**config.mk**
```make
export PLATFORM = sky130hd
export DESIGN_NAME = ssd_scan_controller_flat
export DESIGN_NICKNAME = d
export VERILOG_FILES = /design/src/rtl/ssd_pkg.sv /design/src/rtl/ssd_scan_controller_if.sv /design/src/rtl/ssd_hex_decode.sv /design/src/rtl/ssd_scan_controller.sv /design/src/flat_wrapper.sv
export SDC_FILE = /design/constraint.sdc
export NUM_CORES = 1
export LEC_CHECK = 0
export BUFFER_PORTS_ARGS = -buffer_cell sky130_fd_sc_hd__buf_2
export CAP_MARGIN = 20
export CORE_MARGIN = 2
export CORE_UTILIZATION = 49
export CTS_CLUSTER_SIZE = 40
export DETAILED_ROUTE_END_ITERATION = 6
export PLACE_DENSITY = 0.74
export SETUP_SLACK_MARGIN = 0.1
export SLEW_MARGIN = 5
export SYNTH_ARGS = -nofsm -noshare
export SYNTH_HDL_FRONTEND = slang
export SYNTH_SLANG_ARGS = --single-unit
```
**constraint.sdc**
```tcl
create_clock -name board_clk -period 2.6 [get_ports board_clk]
set_input_delay 0.52 -clock board_clk [delete_from_list [all_inputs] [get_ports board_clk]]
set_output_delay 0.52 -clock board_clk [all_outputs]
set_load 0.02 [all_outputs]
```
**src/rtl/ssd_pkg.sv**
```systemverilog
// ----------------------------------------------------------------------------
// ssd_pkg
// Shared types and constants for the seven-segment scan controller.
//   seg_t      : segment vector {a,b,c,d,e,f,g}, active-low
//   SEG_OFF    : all segments dark
//   hex_to_seg : nibble to active-low segment pattern (0-9, A-F)
// ----------------------------------------------------------------------------
package ssd_pkg;

    typedef logic [6:0] seg_t;

    localparam seg_t SEG_OFF = 7'b1111111;

    // Hex font for the board display. Lower-case b and d are used so that
    // they cannot be confused with 8 and 0.
    function automatic seg_t hex_to_seg(input logic [3:0] nib);
        seg_t seg;
        case (nib)
            4'h0:    seg = 7'b0000001;
            4'h1:    seg = 7'b1001111;
            4'h2:    seg = 7'b0010010;
            4'h3:    seg = 7'b0000110;
            4'h4:    seg = 7'b1001100;
            4'h5:    seg = 7'b0100100;
            4'h6:    seg = 7'b0100000;
            4'h7:    seg = 7'b0001111;
            4'h8:    seg = 7'b0000000;
            4'h9:    seg = 7'b0000100;
            4'hA:    seg = 7'b0001000;
            4'hB:    seg = 7'b1100000;
            4'hC:    seg = 7'b0110001;
            4'hD:    seg = 7'b1000010;
            4'hE:    seg = 7'b0110000;
            default: seg = 7'b0111000;
        endcase
        return seg;
    endfunction

endpackage

```
**src/rtl/ssd_scan_controller_if.sv**
```systemverilog
// ----------------------------------------------------------------------------
// ssd_scan_controller_if
// Control bundle from the score/status logic to the display scanner.
//   value      : hex nibbles, nibble i belongs to digit i (digit 0 rightmost)
//   dp_in      : decimal point request per digit, active-high
//   digit_en   : per-digit enable, active-high
//   load       : single-cycle strobe that captures value/dp_in
//   lz_blank   : leading-zero blanking enable (level)
//   brightness : PWM duty, 0 = off, all-ones = full on
// master = producer (game logic / bench), slave = ssd_scan_controller.
// ----------------------------------------------------------------------------
interface ssd_scan_controller_if #(
    parameter int NUM_DIGITS = 8,
    parameter int BRIGHT_W   = 4
);

    logic [4*NUM_DIGITS-1:0] value;
    logic [NUM_DIGITS-1:0]   dp_in;
    logic [NUM_DIGITS-1:0]   digit_en;
    logic                    load;
    logic                    lz_blank;
    logic [BRIGHT_W-1:0]     brightness;

    modport master (
        output value, dp_in, digit_en, load, lz_blank, brightness
    );

    modport slave (
        input value, dp_in, digit_en, load, lz_blank, brightness
    );

endinterface

```
**src/rtl/ssd_hex_decode.sv**
```systemverilog
// ----------------------------------------------------------------------------
// ssd_hex_decode
// Combinational nibble to seven-segment decoder.
//   nibble_i : hex digit to show
//   seg_o    : active-low segments {a,b,c,d,e,f,g}
// ----------------------------------------------------------------------------
module ssd_hex_decode
    import ssd_pkg::*;
(
    input  logic [3:0] nibble_i,
    output seg_t       seg_o
);

    assign seg_o = hex_to_seg(nibble_i);

endmodule

```
**src/rtl/ssd_scan_controller.sv**
```systemverilog
// ----------------------------------------------------------------------------
// ssd_scan_controller
// Multiplexed seven-segment driver with shadow-loaded value, per-digit enable,
// leading-zero blanking and PWM brightness.
//   board_clk  : system clock
//   Reset      : asynchronous, active-high reset
//   bus        : control bundle (value, dp_in, digit_en, load, lz_blank,
//                brightness), slave side
//   anodes     : active-low anode drives, registered
//   cathodes   : active-low segments {a..g}, registered
//   dp         : active-low decimal point, registered
//   digit_idx  : index of the digit currently being scanned
//   scan_tick  : pulse in the last cycle of each digit slot
// ----------------------------------------------------------------------------
module ssd_scan_controller
    import ssd_pkg::*;
#(
    parameter  int NUM_DIGITS    = 8,
    parameter  int SCAN_DIV_LOG2 = 18,
    parameter  int BRIGHT_W      = 4,
    localparam int IDX_W         = (NUM_DIGITS > 1) ? $clog2(NUM_DIGITS) : 1
) (
    input  logic                  board_clk,
    input  logic                  Reset,
    ssd_scan_controller_if.slave  bus,
    output logic [NUM_DIGITS-1:0] anodes,
    output seg_t                  cathodes,
    output logic                  dp,
    output logic [IDX_W-1:0]      digit_idx,
    output logic                  scan_tick
);

    logic [SCAN_DIV_LOG2-1:0] prescaler_q, prescaler_d;
    logic [IDX_W-1:0]         idx_q, idx_d;
    logic [4*NUM_DIGITS-1:0]  shadow_val_q, shadow_val_d;
    logic [NUM_DIGITS-1:0]    shadow_dp_q, shadow_dp_d;
    logic [NUM_DIGITS-1:0]    anodes_q, anodes_d;
    seg_t                     cathodes_q, cathodes_d;
    logic                     dp_q, dp_d;

    logic [NUM_DIGITS-1:0]    blank_vec;
    logic [3:0]               cur_nib;
    seg_t                     cur_seg;
    logic                     cur_blank;
    logic                     lit;
    logic                     drive;

    // The slot ends when the prescaler is about to wrap.
    assign scan_tick = &prescaler_q;

    // Free-running prescaler, digit index that advances after each tick, and
    // the shadow copy of the displayed data. The shadow only moves on load, so
    // the scan always shows one consistent snapshot. A load that lands on a
    // tick edge is already in the shadow when the next slot is evaluated.
    always_comb begin
        prescaler_d  = prescaler_q + SCAN_DIV_LOG2'(1);
        idx_d        = idx_q;
        shadow_val_d = shadow_val_q;
        shadow_dp_d  = shadow_dp_q;
        if (scan_tick) begin
            if (idx_q == IDX_W'(NUM_DIGITS - 1)) begin
                idx_d = '0;
            end else begin
                idx_d = idx_q + IDX_W'(1);
            end
        end
        if (bus.load) begin
            shadow_val_d = bus.value;
            shadow_dp_d  = bus.dp_in;
        end
    end

    // Leading-zero blanking: walk from the most significant digit downwards
    // and keep blanking while every nibble seen so far is zero. Digit 0 is
    // never blanked so an all-zero value still shows a single 0.
    always_comb begin
        logic all_zero;
        blank_vec = '0;
        all_zero  = 1'b1;
        for (int i = NUM_DIGITS - 1; i >= 0; i--) begin
            all_zero = all_zero & (shadow_val_q[4*i +: 4] == 4'h0);
            if (i > 0) begin
                blank_vec[i] = bus.lz_blank & all_zero;
            end
        end
    end

    assign cur_nib   = shadow_val_q[{idx_q, 2'b00} +: 4];
    assign cur_blank = blank_vec[idx_q];

    ssd_hex_decode u_hex_decode (
        .nibble_i (cur_nib),
        .seg_o    (cur_seg)
    );

    // PWM compares the top bits of the prescaler with the duty value; the
    // all-ones duty is forced on so full brightness has no dark cycle.
    assign lit   = (prescaler_q[SCAN_DIV_LOG2-1 -: BRIGHT_W] < bus.brightness)
                 | (&bus.brightness);
    assign drive = bus.digit_en[idx_q] & ~cur_blank & lit;

    // Next pin state from the current scan position. At most the selected
    // anode is pulled low; anode and cathodes are computed from the same
    // index so they switch together on a digit change.
    always_comb begin
        anodes_d   = '1;
        cathodes_d = cur_blank ? SEG_OFF : cur_seg;
        dp_d       = 1'b1;
        for (int i = 0; i < NUM_DIGITS; i++) begin
            if (drive && (idx_q == IDX_W'(i))) begin
                anodes_d[i] = 1'b0;
            end
        end
        if (drive) begin
            dp_d = ~shadow_dp_q[idx_q];
        end
    end

    // All state, including the pin registers, clears asynchronously so the
    // display goes dark the moment Reset rises.
    always_ff @(posedge board_clk or posedge Reset) begin
        if (Reset) begin
            prescaler_q  <= '0;
            idx_q        <= '0;
            shadow_val_q <= '0;
            shadow_dp_q  <= '0;
            anodes_q     <= '1;
            cathodes_q   <= SEG_OFF;
            dp_q         <= 1'b1;
        end else begin
            prescaler_q  <= prescaler_d;
            idx_q        <= idx_d;
            shadow_val_q <= shadow_val_d;
            shadow_dp_q  <= shadow_dp_d;
            anodes_q     <= anodes_d;
            cathodes_q   <= cathodes_d;
            dp_q         <= dp_d;
        end
    end

    assign anodes    = anodes_q;
    assign cathodes  = cathodes_q;
    assign dp        = dp_q;
    assign digit_idx = idx_q;

endmodule

```
**src/flat_wrapper.sv**
```systemverilog
// flat-port wrapper written by rule: the top's interface ports become plain ports
module ssd_scan_controller_flat import ssd_pkg::*;
#(
    parameter  int NUM_DIGITS    = 8,
    parameter  int SCAN_DIV_LOG2 = 18,
    parameter  int BRIGHT_W      = 4,
    localparam int IDX_W         = (NUM_DIGITS > 1) ? $clog2(NUM_DIGITS) : 1
)
  (board_clk, Reset, anodes, cathodes, dp, digit_idx, scan_tick, bus_value, bus_dp_in, bus_digit_en, bus_load, bus_lz_blank, bus_brightness);
  ssd_scan_controller_if #(.NUM_DIGITS(NUM_DIGITS), .BRIGHT_W(BRIGHT_W)) bus_i ();
  input  logic board_clk;
  input  logic Reset;
  output logic [NUM_DIGITS-1:0] anodes;
  output seg_t cathodes;
  output logic dp;
  output logic [IDX_W-1:0] digit_idx;
  output logic scan_tick;
  input wire logic [$bits(bus_i.value)-1:0] bus_value;
  input wire logic [$bits(bus_i.dp_in)-1:0] bus_dp_in;
  input wire logic [$bits(bus_i.digit_en)-1:0] bus_digit_en;
  input wire logic [$bits(bus_i.load)-1:0] bus_load;
  input wire logic [$bits(bus_i.lz_blank)-1:0] bus_lz_blank;
  input wire logic [$bits(bus_i.brightness)-1:0] bus_brightness;
  assign bus_i.value = bus_value;
  assign bus_i.dp_in = bus_dp_in;
  assign bus_i.digit_en = bus_digit_en;
  assign bus_i.load = bus_load;
  assign bus_i.lz_blank = bus_lz_blank;
  assign bus_i.brightness = bus_brightness;
  ssd_scan_controller #(.NUM_DIGITS(NUM_DIGITS), .SCAN_DIV_LOG2(SCAN_DIV_LOG2), .BRIGHT_W(BRIGHT_W)) u_core (.board_clk(board_clk), .Reset(Reset), .bus(bus_i), .anodes(anodes), .cathodes(cathodes), .dp(dp), .digit_idx(digit_idx), .scan_tick(scan_tick));
endmodule
```
# After elaboration in Yosys (flattened, before gate mapping)
# Memories as Yosys holds them, arrays and structs flattened.
# Cells that the tools add are included.
# Widths: inputs -> output; s select.
# totals
ff_bits,77
elab_cells,73
out_inout_bits,20
romBits,112
memories,1
# op_classes
reduce_logical,18
mux,17
n_addsub,2
order_cmp,2
n_eq_ne,7
n_bitwise,18
shift,1
# mem_list
memory,depth,width,rd,rd_clocked_by_memory_dff,write_ports,line_no,text
(no name shown),16,7,1,0,0,ssd_pkg.sv:18,case (nib)
# ops
op,count
$shiftx 32x6->4,1
$logic_not 4->1,7
$add 18x1->18 const B,1
$reduce_and 18->1,1
$and 1x1->1,15
$eq 3x3->1 const B,4
$mux 1,12
$bmux 1 s3,3
$logic_and 1x1->1,8
$mux 7,1
$eq 3x2->1 const B,2
$lt 3x4->1 const B,1
$lt 4x4->1,1
$reduce_and 4->1,1
$add 3x1->3 const B,1
$eq 3x1->1 const B,1
$logic_not 3->1,1
$mux 3,1
$not 1->1,2
$or 1x1->1,1

# Longest topological paths before layout
# Gate-level depths: netlist (run 1).
# logic_depth
depth_word,15
ltp_mapped,11
depth_no_buf,9

# Cells and area by module
# From an unflattened synthesis (run 1), not the netlist that was laid out.
# unflattened
cells_unflattened,296
hier_area_um2,3801.1
# by_module_without_submodules
module,n_inst,seq_area_each_um2,cells_each,area_each_um2
ssd_scan_controller,1,1946.9,263,3532.1
ssd_hex_decode,1,0.0,33,269.0

# Worst setup path before layout (run 1)
# No wires, ideal clock.
# synth_timing
path_kind,reg2reg
start,reg u_core.idx_q[0] (netlist: u_core.digit_idx[0])
end,reg u_core.cathodes_q[3] (netlist: u_core.cathodes[3])
path_buffers,1
slack_ps,266
setup_ps,97
period_less_slack_ps,2334
arrival_time_ps,2238
required_time_ps,2503
stages_incl_launch_ff,9
cell_sequence,dfrtp_1 buf_6 mux4_2 mux2i_1 inv_1 ha_1 nand2b_1 o211ai_1 nand3_1
# synth_between
elab_chain_len,3
elab_cells_between_ends,5
cone_classes,shift: 1; mux: 3; memory: 1
# synth_rtl
element,line_no,text
start: declaration,ssd_scan_controller.sv:34,"logic [IDX_W-1:0] idx_q, idx_d;"
start signal: assignment,ssd_scan_controller.sv:132,idx_q <= idx_d;
$shiftx 32x6->4 / $bmux 1 s3 (equally long branches),"ssd_scan_controller.sv:88, ssd_scan_controller.sv:89",
$mem_v2 16x7 / $mux 1 (equally long branches),-,
$mux 7 (*),ssd_scan_controller.sv:107,cathodes_d = cur_blank ? SEG_OFF : cur_seg;
net u_core.cathodes_d[3],ssd_scan_controller.sv:38,"seg_t cathodes_q, cathodes_d;"
end signal: assignment,ssd_scan_controller.sv:136,cathodes_q <= cathodes_d;
end: declaration,ssd_scan_controller.sv:38,
# The timed path passes the listed nets; every way through them passes the cells marked *. The select of a mux whose other input is x is not followed.
# A chain may end at the register's enable or synchronous reset.

# Worst setup path in the final report (run 1)
# layout_timing
start,reg u_core.prescaler_q[7]
end,out scan_tick
# layout_between
elab_chain_len,1
# layout_rtl
element,line_no,text
start: declaration,ssd_scan_controller.sv:33,"logic [SCAN_DIV_LOG2-1:0] prescaler_q, prescaler_d;"
start signal: assignment,ssd_scan_controller.sv:131,prescaler_q <= prescaler_d;
$reduce_and 18->1,ssd_scan_controller.sv:49,assign scan_tick = &prescaler_q;
end: declaration,flat_wrapper.sv:17,output logic scan_tick;
# Every way passes these cells.

==> results of run 1 <==
layer usage:
metal	part of all wire, %	up-vias
met4	1.1	0
met1	47	1237
li1	-	1195
met2	46	73
met5	0	-
met3	5.8	7
cells by family (layout without fill, tap and decap cells):
logic type                 count (synthesis)  in the layout  synth area share (%)
xor gates and xnor gates                  16             16                  3.74
and+or+nand+nor                           72             72                  10.1
adders and majority gates                 16             16                  5.34
DFF                                       77             77                  51.9
buffers and inverters                     26            113                  3.34
muxes                                     59             59                  21.8
AOI/OAI and AO/OA                         21             21                  3.77
registers in the layout, summed over array words and instances, names as in the netlist:
register,cells
u_core.digit_idx,3
u_core.cathodes,7
u_core.prescaler_q,18
u_core.shadow_dp_q,8
u_core.shadow_val_q,32
u_core.dp,1
u_core.anodes,8
area by class of cell:
cell class	instances	area [um^2]	share of cell area [%]
clock buffers	10	128	2.84
clock inverters	6	87.6	1.95
well taps	99	124	2.76
repair buffers	84	468	10.4
flip-flops and latches	77	1950	43.4
multi-input cells	184	1690	37.6
inverters	13	48.8	1.09
power by group:
part	total, mW	leakage [nW]	internal (mW)	switching [mW]
logic	0.338	1.02	0.173	0.166
clock network	0.971	0.110	0.541	0.430
registers	1.35	0.913	1.30	0.0555
path summary, 6_finish.rpt:
kind / endpoint / slack, ns / cells past startpoint / startpoint
max: scan_tick / 0.27 / 5 / u_core.prescaler_q[7]$_DFF_PP0_
min: u_core.prescaler_q[3]$_DFF_PP0_ / 0.10 / 2 / Reset
max reg2reg: u_core.cathodes[3]$_DFF_PP1_ / 0.39 / 8 / u_core.digit_idx[0]$_DFFE_PP0P_
min reg2reg: u_core.prescaler_q[10]$_DFF_PP0_ / 0.48 / 1 / u_core.prescaler_q[10]$_DFF_PP0_
max in group asynchronous: u_core.anodes[6]$_DFF_PP1_ / 1.85 / 3 / Reset
min in group board_clk: u_core.shadow_val_q[5]$_DFFE_PP0P_ / 0.40 / 2 / bus_value[5]
placed cells by master, fill, tap and decap left out, types with 5 or more instances in the layout:
| cell | Yosys | routed |
|---|---|---|
| buf_2 | 4 | 75 |
| buf_4 | 2 | 7 |
| clkbuf_8 | 0 | 9 |
| dfrtp_1 | 61 | 60 |
| dfstp_2 | 16 | 16 |
| ha_1 | 16 | 16 |
| inv_1 | 12 | 11 |
| mux2_2 | 40 | 40 |
| mux4_2 | 12 | 12 |
| nand2_1 | 21 | 21 |
| nand3_1 | 13 | 13 |
| nand4_1 | 8 | 8 |
| nor2_1 | 9 | 9 |
| nor4_1 | 7 | 7 |
| xnor2_1 | 11 | 11 |
| xor2_1 | 5 | 5 |
critical path, stage by stage (launching register included):
cell	delay, ns
dfrtp_1	0.42
and4_1	0.24
nand3_1	0.12
nor3_2	0.24
and3_4	0.26
buf_2	0.17
metrics by stage:
step | setup slack [ns] | power [mW] | std cells
finish | 0.273 | 2.66 | 473
global route | 0.0932 | 2.79 | 473
CTS | 0.134 | 2.68 | 473
detailed placement | 0.279 | 1.71 | 457
global placement | 0.353 | 1.70 | 457
floorplan | 0.140 | 1.59 | 287
repair_timing:
action | CTS | global route
setup endpoints to repair | 1 | 2
hold endpoints to repair | 0 | 0
pin swaps | 0 | 1
resized for setup | 1 | 3
setup buffers | 0 | 0
==> flow_metrics.env, run 1 <==
export IMPL_status="finished, final reports clean"
export IMPL_use_met1_pct=27.5
export IMPL_antenna_cells=0
export IMPL_rows=31
export IMPL_core_area_mm2=0.00733
export IMPL_maxSlewViolCount=0
export IMPL_firstDrtPassIters=4
export IMPL_tightest_slew_ns=0.586
export IMPL_gr_total_overflow=0
export IMPL_place_area_mm2=0.00427
export IMPL_numPortBuffers=75
export IMPL_post_route_drc_count=0
export IMPL_synth_warnings=0
export IMPL_gr_usage_met2_pct=27.3
export IMPL_hold_violations=0
export IMPL_vdd_drop_max_mv=0.354
export IMPL_async_flop_share_pct=100
export IMPL_fin_nets=441
export IMPL_gp_congestion=0.812
export IMPL_syn2layout_area_growth_pct=19.8
export IMPL_syn_area_mm2=0.00375
export IMPL_syn_area_per_cell_um2=13.1
export IMPL_yosys_area_top_type="dfrtp_1"
export IMPL_postCtsHoldBufs=0
export IMPL_dp_hpwl_mm=5.48
export IMPL_ys_seq_area_share_pct=51.9
export IMPL_final_util_pct=61.3
export IMPL_first_iter_violations=119
export IMPL_required_ns=2.08
export IMPL_max_freq_ghz=0.430
export IMPL_antenna_found_initial=0
export IMPL_clockBufferDepth=2
export IMPL_nFillCells=593
export IMPL_vias=2512
export IMPL_worst_setup_path_end_kind="output pin"
export IMPL_synth_fp_nets=359
export IMPL_cap_violations=0
export IMPL_fin_worst_skew_ns=0.00848
export IMPL_synth_edf_count=0
export IMPL_crit_fanout=5
export IMPL_die_w_um=91.5
export IMPL_wl_per_cell_um=15.4
export IMPL_yosys_cell_types_count=41
export IMPL_power_density_mw_per_mm2=592
export IMPL_crit_arrival_ns=1.81
export IMPL_slew_limit_headroom_pct=60.7
export IMPL_clk_pin_slew_ns=0.08
export IMPL_grt_use_met3_pct=4.98
export IMPL_grt_pass1_vias=2497
export IMPL_start_util_pct=51.2
export IMPL_ys_ff_latch=77
export IMPL_die_area_mm2=0.00837
export IMPL_grt_max_degree=43
export IMPL_fin_crit_ns=2.33
export IMPL_worstSetupPathType="reg -> out"
export IMPL_hold_slack_ns=0.105
export IMPL_synth_top_cells_by_count="dfrtp_1 (61), mux2_2 (40), nand2_1 (21)"
export IMPL_power_leakage_nw=2.04
export IMPL_cts_sinks=77
export IMPL_insertion_delay_ns=0.34
export IMPL_setup_viol=0
export IMPL_wl_mm=7.26
export IMPL_worst_hold_path_type="in -> async"
export IMPL_rsz0062_at_grt="yes"
export IMPL_drtAntennaViolNets=0
export IMPL_synth_cells=287
export IMPL_synthTopCellsByArea="dfrtp_1 (41%), mux2_2 (12%), dfstp_2 (11%)"
export IMPL_clock_root_buffer="clkbuf_8"
export IMPL_ys_flop_type="dfrtp_1"
export IMPL_grt_busiest_layer="met1"
export IMPL_final_cell_area_mm2=0.00449
export IMPL_vias_per_cell=5.31
export IMPL_grt_pass1_wl_mm=12.2
export IMPL_cts_tree="done"
export IMPL_drive_gt1_share_pct=47.3
export IMPL_htree_levels=3
export IMPL_die_h_um=91.5
export IMPL_grt_usage_pct=18.6
export IMPL_fin_crit_sh_pct=89.5
export IMPL_pin_count=76
export IMPL_numCtsBuffers=9
export IMPL_synth_top_cell_area_share_pct=40.7
export IMPL_worstSetupStartpointType="register"
export IMPL_synth_most_common_cell="dfrtp_1"
export IMPL_finalSetupTns_ns=0
Power figures use the tool's default switching activity.
==> run 2, diff against run 1 <==
- CORE_UTILIZATION: 49 -> 59
- PLACE_DENSITY: 0.74 -> 0.84
- clock period: 2.6 -> 2.74 ns (I/O delays scaled with it)
==> run 2 against run 1 <==
Against the previous run:
- non-clock buffer count is 4 lower
- setup slack gained 0.0073 ns
- first-iteration DRC count rose by 53%
- combinational power fell by 7.1%
- critical path type unchanged
==> flow_metrics.env, run 2 (synthesized netlist as in run 1, its figures left out) <==
export IMPL_status="finished, final reports clean"
export IMPL_dp_hpwl_mm=5.37
export IMPL_path_cells="ha_1 > nand3_1 > nor3_2 > and3_2 > buf_2"
export IMPL_gp_congestion=0.830
export IMPL_vias_per_cell=5.73
export IMPL_clockBufferDepth=2
export IMPL_numCtsBuffers=9
export IMPL_maxSlewViolCount=0
export IMPL_final_common_cell="buf_2"
export IMPL_cp_slowest_cell="dfrtp_1"
export IMPL_clk_pin_slew_ns=0.08
export IMPL_vdd_drop_max_mv=0.439
export IMPL_r2r_cells=8
export IMPL_numPortBuffers=75
export IMPL_first_iter_violations=182
export IMPL_wl_mm=7.48
export IMPL_rows=29
export IMPL_grt_pass1_wl_mm=12.4
export IMPL_fin_worst_skew_ns=0.00544
export IMPL_worst_hold_path_type="in -> async"
export IMPL_power_leakage_nw=2.02
export IMPL_fin_crit_sh_pct=89.8
export IMPL_antenna_cells=0
export IMPL_start_util_pct=60.1
export IMPL_setup_viol=0
export IMPL_regToRegSetupSlack_ns=0.38
export IMPL_grt_max_degree=47
export IMPL_firstDrtPassIters=6
export IMPL_fin_crit_ns=2.46
export IMPL_cap_violations=0
export IMPL_insertion_delay_ns=0.35
export IMPL_grt_usage_pct=22.9
export IMPL_r2r_end="u_core.cathodes[3]$_DFF_PP1_"
export IMPL_die_w_um=83.7
export IMPL_clock_root_buffer="clkbuf_8"
export IMPL_drtAntennaViolNets=0
export IMPL_fin_nets=437
export IMPL_required_ns=2.19
export IMPL_antenna_found_initial=0
export IMPL_max_freq_ghz=0.407
export IMPL_rsz0062_at_grt="no"
export IMPL_postCtsHoldBufs=0
export IMPL_largest_reg_flops=32
export IMPL_regMostFlops="u_core.shadow_val_q"
export IMPL_layout_common_cells="buf_2 (75), dfrtp_1 (61), mux2_2 (40), nand2_1 (21)"
export IMPL_power_density_mw_per_mm2=577
export IMPL_htree_levels=3
export IMPL_top_regs="u_core.shadow_val_q: 32 flops, u_core.prescaler_q: 18 flops"
export IMPL_pin_count=76
export IMPL_drive_gt1_share_pct=46.5
export IMPL_slew_limit_headroom_pct=42.3
export IMPL_place_ws_ns=0.405
export IMPL_grt_pass1_vias=2529
export IMPL_gr_total_overflow=0
export IMPL_reg2reg_from="u_core.digit_idx[0]$_DFFE_PP0P_"
export IMPL_wl_per_cell_um=16.7
export IMPL_worstSetupStartpointType="register"
export IMPL_syn2layout_area_growth_pct=18.0
export IMPL_cts_sinks=77
export IMPL_tightest_slew_ns=0.866
export IMPL_die_h_um=83.7
export IMPL_worst_setup_path_end_kind="output pin"
export IMPL_finalSetupTns_ns=0
export IMPL_cts_setup_buffers=0
export IMPL_post_route_drc_count=0
export IMPL_crit_fanout=4
export IMPL_die_area_mm2=0.00701
export IMPL_hold_violations=0
export IMPL_core_area_mm2=0.00624
export IMPL_vias=2562
export IMPL_cts_tree="done"
export IMPL_crit_arrival_ns=1.91
export IMPL_worstSetupPathType="reg -> out"
export IMPL_slowest_delay_ns=0.39
export IMPL_setup_ws_ns=0.281
run 2: changes by cell type in the layout (fill, tap and decap cells not counted), sizes merged:
cell      previous run  this run
clkinv               4         2
buf                 84        80
clkinvlp             0         1
inv                 13        14
run 2: power breakdown:
group | leakage (nW) | internal, mW | switching [mW] | total (mW)
Sequential | 0.915 | 1.23 | 0.0536 | 1.28
Combinational | 0.996 | 0.158 | 0.156 | 0.314
Clock | 0.110 | 0.536 | 0.419 | 0.956
run 2: worst max path at each step:
stage                                     from                               to  slack (ns)  depth (start not counted)
2_1_floorplan                            Reset  u_core.digit_idx[0]$_DFFE_PP0P_        0.25                          1
3_3_place_gp   u_core.digit_idx[0]$_DFFE_PP0P_     u_core.cathodes[3]$_DFF_PP1_        0.48                          8
3_5_place_dp   u_core.digit_idx[0]$_DFFE_PP0P_     u_core.cathodes[3]$_DFF_PP1_        0.41                          8
4_1_cts        u_core.prescaler_q[0]$_DFF_PP0_                        scan_tick        0.19                          5
5_1_grt        u_core.prescaler_q[0]$_DFF_PP0_                        scan_tick        0.13                          5
6_report       u_core.prescaler_q[0]$_DFF_PP0_                        scan_tick        0.28                          5
run 2: stage by stage:
step	instance area (um^2)	std cells	total power, mW	hold WS [ns]	util, %
2_1_floorplan	3750	287	1.51	0.437	-
4_1_cts	4420	447	2.57	0.292	70.9
5_1_grt	4420	447	2.66	0.319	70.9
3_5_place_dp	4200	431	1.62	0.461	67.2
6_report	4420	447	2.55	0.275	70.9
3_3_place_gp	4200	431	1.61	0.451	67.2
run 2: routing by layer:
| metal | track usage [%] | wire length, um |
|---|---|---|
| met1 | 30.4 | 3200 |
| met2 | 35.9 | 3590 |
| met3 | 6.43 | 548 |
| met4 | 9.24 | 144 |
| met5 | 0 | 0 |
run 2: worst max-delay path: cells and delay by family (launching register included):
| family | cells | cell delay, ns |
|---|---|---|
| adders and majority gates | 1 | 0.20 |
| buffers and inverters | 1 | 0.19 |
| DFF | 1 | 0.39 |
| and+or+nand+nor | 3 | 0.77 |
run 2: timing repair:
item / CTS / global route
endpoints found under the setup margin: 1 / 1
gates resized for setup: 1 / 1
hold endpoints to repair: 0 / 0
run 2: layout make-up:
| class | count | area, um^2 |
|---|---|---|
| flip-flops and latches | 77 | 1950 |
| fillers | 437 | 1820 |
| multi-input cells | 184 | 1680 |
| repair buffers | 80 | 425 |
| clock buffers | 10 | 138 |
| well taps | 77 | 96.3 |
| clock inverters | 6 | 85.1 |
| inverters | 13 | 48.8 |
==> run 3, diff against run 2 <==
- CAP_MARGIN: 20 -> 5
- CELL_PAD_IN_SITES_DETAIL_PLACEMENT: default -> 1
- CELL_PAD_IN_SITES_GLOBAL_PLACEMENT: default -> 1
- CORE_UTILIZATION: 59 -> 47
- PLACE_DENSITY: 0.84 -> 0.83
==> run 3 against run 2 <==
Against the previous run:
- register-to-register slack better by 0.08 ns
- design area up 0.79%
- non-clock buffer count unchanged
- core utilization down 13 points
- critical path type unchanged
==> flow_metrics.env, run 3 (synthesized netlist as in run 1, its figures left out) <==
export IMPL_status="finished, final reports clean"
export IMPL_crit_family="simple AND/OR/NAND/NOR gates"
export IMPL_antenna_found_initial=0
export IMPL_htree_levels=3
export IMPL_wl_per_cell_um=18.3
export IMPL_grt_pass1_wl_mm=14.3
export IMPL_finalSetupTns_ns=0
export IMPL_vdd_drop_max_mv=0.333
export IMPL_antenna_cells=0
export IMPL_post_route_drc_count=0
export IMPL_worstSetupStartpointType="register"
export IMPL_numPortBuffers=75
export IMPL_tightest_slew_ns=0.849
export IMPL_dp_cells=456
export IMPL_slew_limit_headroom_pct=43.4
export IMPL_firstDrtPassIters=5
export IMPL_syn2layout_area_growth_pct=18.9
export IMPL_top_regs="u_core.shadow_val_q: 32 flops, u_core.prescaler_q: 18 flops"
export IMPL_p_clk_share_pct=37.8
export IMPL_fin_crit_sh_pct=91.7
export IMPL_path_cells="ha_1 > nand3_1 > nor3_4 > and3_2 > buf_2"
export IMPL_grt_usage_pct=21.7
export IMPL_crit_fanout=4
export IMPL_final_cells=472
export IMPL_rsz0062_at_grt="no"
export IMPL_power_frac_seq_pct=49.7
export IMPL_max_freq_ghz=0.398
export IMPL_numCtsBuffers=9
export IMPL_die_w_um=93.3
export IMPL_layout_common_cells="buf_2 (75), dfrtp_1 (60), mux2_2 (40), nand2_1 (21)"
export IMPL_regToRegSetupSlack_ns=0.46
export IMPL_clockBufferDepth=2
export IMPL_wl_mm=8.66
export IMPL_grt_pass1_vias=2824
export IMPL_pin_count=76
export IMPL_gr_total_overflow=0
export IMPL_core_area_mm2=0.00773
export IMPL_start_util_pct=48.5
export IMPL_cp_slowest_cell="dfrtp_1"
export IMPL_p_int_mw=1.93
export IMPL_maxSlewViolCount=0
export IMPL_switching_share_pct=25.4
export IMPL_nFillCells=818
export IMPL_crit_arrival_ns=1.96
export IMPL_setup_viol=0
export IMPL_worst_setup_path_end_kind="output pin"
export IMPL_drive_gt1_share_pct=47.0
export IMPL_place_area_mm2=0.00421
export IMPL_worst_hold_path_type="in -> async"
export IMPL_final_common_cell="buf_2"
export IMPL_fin_crit_ns=2.51
export IMPL_fin_nets=437
export IMPL_fin_worst_skew_ns=0.0108
export IMPL_power_density_mw_per_mm2=580
export IMPL_reg2reg_from="u_core.digit_idx[0]$_DFFE_PP0P_"
export IMPL_clk_pin_slew_ns=0.08
export IMPL_gp_congestion=0.795
export IMPL_combPwrFrac_pct=12.5
export IMPL_cap_violations=0
export IMPL_vias=2574
export IMPL_r2r_end="u_core.cathodes[3]$_DFF_PP1_"
export IMPL_switching_power_uw=656
export IMPL_cts_sinks=77
export IMPL_vias_per_cell=5.45
export IMPL_regMostFlops="u_core.shadow_val_q"
export IMPL_r2r_cells=8
export IMPL_drtAntennaViolNets=0
export IMPL_final_cell_area_mm2=0.00446
export IMPL_worstSetupPathType="reg -> out"
export IMPL_insertion_delay_ns=0.36
export IMPL_first_iter_violations=63
export IMPL_dp_hpwl_mm=6.33
export IMPL_die_h_um=93.3
export IMPL_power_leakage_nw=2.03
export IMPL_clock_root_buffer="clkbuf_8"
export IMPL_hold_violations=0
export IMPL_grt_max_degree=41
export IMPL_slowest_delay_ns=0.39
export IMPL_required_ns=2.19
export IMPL_total_power_mw=2.59
export IMPL_largest_reg_flops=32
export IMPL_crit_buf_inv=1
export IMPL_die_area_mm2=0.00871
export IMPL_cts_tree="done"
export IMPL_rows=32
-- run 3: power groups by stage --
stage / combinational, mW / sequential, mW / clock [mW]
CTS: 0.329 / 1.28 / 0.999
global route: 0.356 / 1.29 / 1.04
floorplan: 0.197 / 1.31 / 0
finish: 0.322 / 1.29 / 0.979
global placement: 0.306 / 1.30 / 0
detailed placement: 0.322 / 1.31 / 0
-- run 3: worst max-delay path by stage --
stage	slack (ns)	startpoint	end	cells past startpoint
2_1_floorplan	0.25	Reset	u_core.digit_idx[0]$_DFFE_PP0P_	1
3_3_place_gp	0.41	u_core.digit_idx[0]$_DFFE_PP0P_	u_core.cathodes[3]$_DFF_PP1_	8
3_5_place_dp	0.26	u_core.digit_idx[0]$_DFFE_PP0P_	u_core.cathodes[3]$_DFF_PP1_	8
4_1_cts	0.15	u_core.prescaler_q[0]$_DFF_PP0_	scan_tick	5
5_1_grt	0.11	u_core.prescaler_q[0]$_DFF_PP0_	scan_tick	5
6_report	0.23	u_core.prescaler_q[0]$_DFF_PP0_	scan_tick	5
-- run 3: final cells by class --
class	count	area, um^2	area share, %
clock buffer	10	138	3.09
clock inverter	6	93.8	2.10
inverter	13	48.8	1.09
multi-input combinational	184	1690	37.9
sequential	77	1950	43.7
tap	102	128	2.86
timing repair buffer	80	413	9.26
-- run 3: through the flow --
stage	utilization (%)	hold slack, ns	setup slack (ns)
after global routing	57.7	0.263	0.113
after detailed placement	54.5	0.465	0.259
after floorplan	-	0.437	0.252
final	57.7	0.231	0.229
after CTS	57.6	0.242	0.151
after global placement	54.5	0.454	0.410
-- run 3: repair_timing --
item / CTS / global route
resized for setup: 2 / 2
buffers inserted: 0 / 0
hold endpoints to repair: 0 / 0
endpoints found under the setup margin: 1 / 2
cloned: 0 / 0
hold buffers: 0 / 0
-- run 3: layer usage --
metal	global-route usage, %	vias up	wire length (um)
met1	27.0	1309	3700
met3	3.95	16	356
li1	-	1185	-
met4	9.68	0	164
met5	0	-	0
met2	36.9	64	4440
